===== config.mk =====
export PLATFORM = sky130hd
export DESIGN_NAME = ps2_mouse_tracker_flat
export DESIGN_NICKNAME = d
export VERILOG_FILES = /design/src/rtl/ps2_mouse_if.sv /design/src/rtl/ps2_mouse_tracker.sv /design/src/flat_wrapper.sv
export SDC_FILE = /design/constraint.sdc
export NUM_CORES = 1
export LEC_CHECK = 0
export ABC_AREA = 1
export CAP_MARGIN = 20
export CELL_PAD_IN_SITES_DETAIL_PLACEMENT = 1
export CELL_PAD_IN_SITES_GLOBAL_PLACEMENT = 1
export CORE_MARGIN = 1
export CORE_UTILIZATION = 40
export CTS_CLUSTER_DIAMETER = 80
export DETAILED_ROUTE_END_ITERATION = 16
export HOLD_SLACK_MARGIN = 0.06
export PLACE_DENSITY = 0.78
export SETUP_SLACK_MARGIN = 0.1
export SLEW_MARGIN = 20
export SYNTH_ARGS = -nofsm -noshare
export SYNTH_HDL_FRONTEND = slang
export SYNTH_SLANG_ARGS = --single-unit

===== constraint.sdc =====
create_clock -name clk -period 4.3 [get_ports clk]
set_clock_uncertainty 0.15 [all_clocks]
set_input_delay 0.86 -clock clk [delete_from_list [all_inputs] [get_ports clk]]
set_output_delay 0.86 -clock clk [all_outputs]
set_load 0.005 [all_outputs]

===== src/rtl/ps2_mouse_if.sv =====
// Byte stream from the PS/2 receiver in, cursor position, buttons and
// packet/sync status pulses out.
interface ps2_mouse_if #(
  parameter int X_W = 10,
  parameter int Y_W = 9
);
  logic [7:0]     received_data;
  logic           received_data_en;
  logic [X_W-1:0] x_position;
  logic [Y_W-1:0] y_position;
  logic           left_button;
  logic           right_button;
  logic           middle_button;
  logic           packet_valid;
  logic           sync_error;

  modport master (
    output received_data, received_data_en,
    input  x_position, y_position, left_button, right_button, middle_button,
    input  packet_valid, sync_error
  );

  modport slave (
    input  received_data, received_data_en,
    output x_position, y_position, left_button, right_button, middle_button,
    output packet_valid, sync_error
  );
endinterface


===== src/rtl/ps2_mouse_tracker.sv =====
// Assembles 3-byte PS/2 mouse packets and tracks a clamped cursor position
// plus button state, with sync checking and inter-byte timeout resync.
module ps2_mouse_tracker #(
  parameter int SCREEN_W       = 320,
  parameter int SCREEN_H       = 240,
  parameter int X_W            = 10,
  parameter int Y_W            = 9,
  parameter int INIT_X         = 160,
  parameter int INIT_Y         = 120,
  parameter int X_SHIFT        = 1,
  parameter int Y_SHIFT        = 1,
  parameter int Y_INVERT       = 1,
  parameter int TIMEOUT_CYCLES = 50000
) (
  input logic        clk,
  input logic        reset,
  ps2_mouse_if.slave bus
);

  typedef enum logic [1:0] {WAIT_B1, WAIT_B2, WAIT_B3, UPDATE} state_t;

  localparam int CNT_W = $clog2(TIMEOUT_CYCLES + 1);
  localparam int CW    = ((X_W > Y_W) ? X_W : Y_W) + 2;
  localparam logic [CNT_W-1:0]     TO_LAST = CNT_W'(TIMEOUT_CYCLES - 1);
  localparam logic signed [CW-1:0] X_MAX   = CW'(SCREEN_W - 1);
  localparam logic signed [CW-1:0] Y_MAX   = CW'(SCREEN_H - 1);

  state_t           state;
  logic             en_q;
  logic             strobe;
  logic [7:0]       b1, b2, b3;
  logic [CNT_W-1:0] to_cnt;
  logic [X_W-1:0]   x_q;
  logic [Y_W-1:0]   y_q;
  logic [2:0]       btn_q;
  logic             pv_q;
  logic             se_q;

  logic signed [8:0]    dx_p0, dy_p0, sdx_p0, sdy_p0;
  logic signed [CW-1:0] x_ext_p0, y_ext_p0, nx_p0, ny_p0;

  // Overflow flag forces the movement to the extreme of its sign.
  function automatic logic signed [8:0] sat_delta(input logic sgn, input logic ovf,
                                                  input logic [7:0] mag);
    if (ovf) return sgn ? 9'sh100 : 9'sh0FF;
    return {sgn, mag};
  endfunction

  function automatic logic [X_W-1:0] clamp_x(input logic signed [CW-1:0] v);
    if (v[CW-1])   return '0;
    if (v > X_MAX) return X_W'(SCREEN_W - 1);
    return v[X_W-1:0];
  endfunction

  function automatic logic [Y_W-1:0] clamp_y(input logic signed [CW-1:0] v);
    if (v[CW-1])   return '0;
    if (v > Y_MAX) return Y_W'(SCREEN_H - 1);
    return v[Y_W-1:0];
  endfunction

  assign strobe = bus.received_data_en & ~en_q;

  // Stage p0: decode captured packet into candidate positions
  always_comb begin
    dx_p0    = sat_delta(b1[4], b1[6], b2);
    dy_p0    = sat_delta(b1[5], b1[7], b3);
    sdx_p0   = dx_p0 >>> X_SHIFT;
    sdy_p0   = dy_p0 >>> Y_SHIFT;
    x_ext_p0 = $signed({{(CW-X_W){1'b0}}, x_q});
    y_ext_p0 = $signed({{(CW-Y_W){1'b0}}, y_q});
    nx_p0    = x_ext_p0 + {{(CW-9){sdx_p0[8]}}, sdx_p0};
    ny_p0    = (Y_INVERT != 0) ? y_ext_p0 - {{(CW-9){sdy_p0[8]}}, sdy_p0}
                               : y_ext_p0 + {{(CW-9){sdy_p0[8]}}, sdy_p0};
  end

  // Registered outputs and packet FSM
  always_ff @(posedge clk) begin
    if (reset) begin
      state  <= WAIT_B1;
      en_q   <= 1'b0;
      to_cnt <= '0;
      x_q    <= X_W'(INIT_X);
      y_q    <= Y_W'(INIT_Y);
      btn_q  <= 3'b000;
      pv_q   <= 1'b0;
      se_q   <= 1'b0;
    end else begin
      en_q <= bus.received_data_en;
      pv_q <= 1'b0;
      se_q <= 1'b0;
      case (state)
        WAIT_B1, UPDATE: begin
          if (state == UPDATE) begin
            x_q   <= clamp_x(nx_p0);
            y_q   <= clamp_y(ny_p0);
            btn_q <= b1[2:0];
            pv_q  <= 1'b1;
          end
          to_cnt <= '0;
          state  <= WAIT_B1;
          // A strobe landing in UPDATE is treated as a fresh first byte.
          if (strobe) begin
            if (bus.received_data[3]) begin
              b1    <= bus.received_data;
              state <= WAIT_B2;
            end else begin
              se_q <= 1'b1;
            end
          end
        end
        WAIT_B2, WAIT_B3: begin
          if (strobe) begin
            to_cnt <= '0;
            if (state == WAIT_B2) begin
              b2    <= bus.received_data;
              state <= WAIT_B3;
            end else begin
              b3    <= bus.received_data;
              state <= UPDATE;
            end
          end else if (to_cnt == TO_LAST) begin
            state  <= WAIT_B1;
            se_q   <= 1'b1;
            to_cnt <= '0;
          end else begin
            to_cnt <= to_cnt + CNT_W'(1);
          end
        end
        default: state <= WAIT_B1;
      endcase
    end
  end

  assign bus.x_position    = x_q;
  assign bus.y_position    = y_q;
  assign bus.left_button   = btn_q[0];
  assign bus.right_button  = btn_q[1];
  assign bus.middle_button = btn_q[2];
  assign bus.packet_valid  = pv_q;
  assign bus.sync_error    = se_q;

endmodule


===== src/flat_wrapper.sv =====
// flat-port wrapper written by rule: the top's interface ports become plain ports
module ps2_mouse_tracker_flat 
#(
  parameter int SCREEN_W       = 320,
  parameter int SCREEN_H       = 240,
  parameter int X_W            = 10,
  parameter int Y_W            = 9,
  parameter int INIT_X         = 160,
  parameter int INIT_Y         = 120,
  parameter int X_SHIFT        = 1,
  parameter int Y_SHIFT        = 1,
  parameter int Y_INVERT       = 1,
  parameter int TIMEOUT_CYCLES = 50000
)
  (clk, reset, bus_received_data, bus_received_data_en, bus_x_position, bus_y_position, bus_left_button, bus_right_button, bus_middle_button, bus_packet_valid, bus_sync_error);
  ps2_mouse_if #(.X_W(X_W), .Y_W(Y_W)) bus_i ();
  input logic clk;
  input logic reset;
  input wire logic [$bits(bus_i.received_data)-1:0] bus_received_data;
  input wire logic [$bits(bus_i.received_data_en)-1:0] bus_received_data_en;
  output wire logic [$bits(bus_i.x_position)-1:0] bus_x_position;
  output wire logic [$bits(bus_i.y_position)-1:0] bus_y_position;
  output wire logic [$bits(bus_i.left_button)-1:0] bus_left_button;
  output wire logic [$bits(bus_i.right_button)-1:0] bus_right_button;
  output wire logic [$bits(bus_i.middle_button)-1:0] bus_middle_button;
  output wire logic [$bits(bus_i.packet_valid)-1:0] bus_packet_valid;
  output wire logic [$bits(bus_i.sync_error)-1:0] bus_sync_error;
  assign bus_i.received_data = bus_received_data;
  assign bus_i.received_data_en = bus_received_data_en;
  assign bus_x_position = bus_i.x_position;
  assign bus_y_position = bus_i.y_position;
  assign bus_left_button = bus_i.left_button;
  assign bus_right_button = bus_i.right_button;
  assign bus_middle_button = bus_i.middle_button;
  assign bus_packet_valid = bus_i.packet_valid;
  assign bus_sync_error = bus_i.sync_error;
  ps2_mouse_tracker #(.SCREEN_W(SCREEN_W), .SCREEN_H(SCREEN_H), .X_W(X_W), .Y_W(Y_W), .INIT_X(INIT_X), .INIT_Y(INIT_Y), .X_SHIFT(X_SHIFT), .Y_SHIFT(Y_SHIFT), .Y_INVERT(Y_INVERT), .TIMEOUT_CYCLES(TIMEOUT_CYCLES)) u_core (.clk(clk), .reset(reset), .bus(bus_i));
endmodule

==> flow_summary.ini <==
[power_and_ir_drop]
power_mw = 1.235
power.share.switching = 0.2462
leakage_nw = 1.950
ir_drop_mv = 0.1798
power_density_nw_per_um2 = 282.8
p_switching_mw = 0.3041
internal_power_mw = 0.9310
clkPwrFrac = 0.405
p_comb_frac = 0.082
p_seq_frac = 0.512

[clock_tree]
cts_buffers = 9
postCtsHoldBufs = 0
cts_tree = done
cts_sinks = 64
cts_buffer_depth = 2
cts_root_buffer = clkbuf_8
post_cts_buffers = 0
cts.repair.resized = 0
clock_latency_ns = 0.34
cts-htree-levels = 3
path_clk_slew_ns = 0.07

[worst_setup_path]
reg2reg_depth = 17
cp-start-kind = register
r2r_end = u_core.bus.x_position[3]
worstPathMaxFanout = 7
crit_arrival_ns = 2.92
r2r_setup_slack_ns = 1.47
crit-reg2reg-launch = u_core.b1[4]
critPathCaptureType = register
crit_type = register to register
cp_data_required_time_ns = 4.39

[synth]
syn_nets = 538
ys_types = 36
yosysWarningCount = 0
netlist_area_um2 = 3714
synthCells = 500
ys_seq_area_frac = 0.4016
synth.avg_cell_area_um2 = 7.427
yosys_register_bits = 64

[timing]
fmax_mhz = 353.2
hold_violations = 0
tns_ns = 0
max_slew_margin = 0.3696
setup_viol = 0
slew_violations = 0
rsz0062_at_grt = no
tightest_slew_ns = 0.9384
min_period_ns = 2.831
period_share = 0.6585

[global_routing]
grt_pass1_wl_mm = 16.46
grt_pass1_vias = 3539
grt_overflow = 0
antenna_found_initial = 0
grtUsageTotal = 0.2184
grt_start_max_net_pins = 17

[finish]
area_growth_pct = 17.62
n_antenna_cell = 0
fillers = 1136
drive_gt1_frac = 0.07117
stdcell_area_um2 = 4368
fin_nets = 581

[route]
wl_per_cell_um = 14.92
drtIter0Drc = 74
drt_wl_total_mm = 9.789
drcViolationCount = 0
dr.pass1.iters = 6
ant_nets = 0
vias = 3352
via_per_inst = 5.110

[place]
port_buffers = 34
place_congestion = 0.8443
detailed_place.area_um2 = 4180
dp_hpwl_mm = 7.782

[floorplanning]
pin_count = 35
start_util = 0.4197
row_count = 34
core_um2 = 8848
dieWidth_um = 98.36
die_y_um = 98.36
die_area_um2 = 9674

[hold_path]
worstHoldPathCells = 2
hp-class = register to register
hold_end = u_core.btn_q[1]
min-delay-start = u_core.btn_q[1]

[status]
outcome = complete, no violations

[flow_run]
maxCapViolations = 0
-- placed cells by master, fill, tap and decap left out, types with 2 or more instances in the layout --
cell             Yosys  final
nand2_1            152    152
inv_1               70     70
nor2_1              48     48
dfxtp_1             43     43
clkdlybuf4s50_1      0     34
nand3_1             32     32
a21oi_1             26     26
ha_1                25     25
edfxtp_1            21     21
o21ai_0              9      9
nor3_1               9      9
nand4_1              9      9
clkbuf_8             0      9
xor2_1               6      6
nor4_1               5      5
nand2_2              5      5
xnor2_1              5      5
nor2_2               5      5
nor2_4               3      3
buf_4                1      3
o21bai_1             2      2
o21ai_1              2      2
nand3b_1             2      2
or2_2                2      2
nand3_2              2      2
nor3b_1              2      2
fa_1                 2      2
clkinv_2             0      2
-- worst max-delay path by stage --
| stage | from | depth (start not counted) | end |
|---|---|---|---|
| after floorplan | u_core.b1[6] | 18 | u_core.bus.x_position[5] |
| after global placement | bus_received_data_en | 7 | u_core.b2[1] |
| after detailed placement | bus_received_data_en | 7 | u_core.b3[5] |
| after CTS | u_core.b1[4] | 17 | u_core.bus.x_position[3] |
| after global routing | u_core.b1[4] | 17 | u_core.bus.x_position[3] |
| final | u_core.b1[4] | 17 | u_core.bus.x_position[3] |
-- area by class of cell --
cell class              instances  area (um^2)  share of cell area
clock buffers                  10        127.6             0.02922
clock inverters                 6        60.06             0.01375
inverters                      71        266.5             0.06101
multi-input cells             360         1924              0.4406
flip-flops and latches         64         1491              0.3414
well taps                     108        135.1             0.03094
repair buffers                 37        362.8             0.08307
-- cells in the mapped netlist (all sizes together) --
| library cell | count | area share |
|---|---|---|
| a21oi | 27 | 0.037 |
| a31oi | 1 | 0.0017 |
| buf | 3 | 0.0064 |
| clkbuf | 2 | 0.0020 |
| dfxtp | 43 | 0.23 |
| edfxtp | 21 | 0.17 |
| fa | 2 | 0.011 |
| ha | 25 | 0.084 |
| inv | 71 | 0.072 |
| nand2 | 157 | 0.16 |
| nand3 | 34 | 0.049 |
| nand3b | 2 | 0.0040 |
| nand4 | 10 | 0.021 |
| nor2 | 56 | 0.066 |
| nor3 | 10 | 0.015 |
| nor3b | 2 | 0.0040 |
| nor4 | 6 | 0.012 |
| o21a | 1 | 0.0020 |
| o21ai | 11 | 0.015 |
| o21bai | 2 | 0.0040 |
| o22ai | 1 | 0.0017 |
| or2 | 2 | 0.0034 |
| xnor2 | 5 | 0.012 |
| xor2 | 6 | 0.014 |
-- cell families after synthesis --
| kind of cell | count (synthesis) | share of synthesized area |
|---|---|---|
| flops | 64 | 0.4016 |
| fa+ha+maj | 27 | 0.09501 |
| xor+xnor | 11 | 0.02594 |
| buf+inv | 76 | 0.08019 |
| simple gates | 279 | 0.3356 |
| compound gates | 43 | 0.06166 |
-- state kept, by name, indices dropped and copies added (netlist names) --
name / cells
u_core.to_cnt: 16
u_core.b1: 7
u_core.en_q: 1
u_core.b2: 7
u_core.state: 2
u_core.bus.sync_error: 1
u_core.btn_q: 3
u_core.b3: 7
u_core.bus.x_position: 10
u_core.bus.y_position: 9
u_core.bus.packet_valid: 1
-- power groups by stage --
stage               combinational [mW]  clock, mW  sequential (mW)
global placement                0.0974          0            0.646
CTS                              0.102      0.515            0.633
floorplan                       0.0661          0            0.645
global route                     0.113      0.541            0.633
finish                           0.101      0.501            0.633
detailed placement               0.102          0            0.647
-- stage by stage --
| stage | instances | util | setup slack [ns] | hold slack, ns |
|---|---|---|---|---|
| 2_1_floorplan | 500 | - | 1.779 | 0.2676 |
| 3_3_place_gp | 640 | 0.4724 | 1.343 | 0.2783 |
| 3_5_place_dp | 640 | 0.4724 | 1.174 | 0.2860 |
| 4_1_cts | 656 | 0.4936 | 1.427 | 0.3021 |
| 5_1_grt | 656 | 0.4936 | 1.209 | 0.3263 |
| 6_report | 656 | 0.4936 | 1.469 | 0.2982 |
-- routing by layer --
metal  wire (um)  GRT usage  part of all wire
met4         221    0.08266             0.023
met3         291    0.03937             0.030
met2        5049     0.3976              0.52
met5           0          0                 0
met1        4227     0.2544              0.43
-- worst max-delay path: stages, from the launching register on --
cell,delay [ns]
edfxtp_1,0.51
nand2_1,0.09
inv_1,0.18
nor2_1,0.07
ha_1,0.23
fa_1,0.45
nand3_1,0.11
nand3_1,0.10
nand2_1,0.10
nand3_1,0.07
nand2_1,0.10
inv_1,0.05
nand2_2,0.07
nand4_4,0.13
nand2_2,0.14
nand2_1,0.06
nand2_1,0.06
nand2_1,0.05
Power figures use the tool's default switching activity.
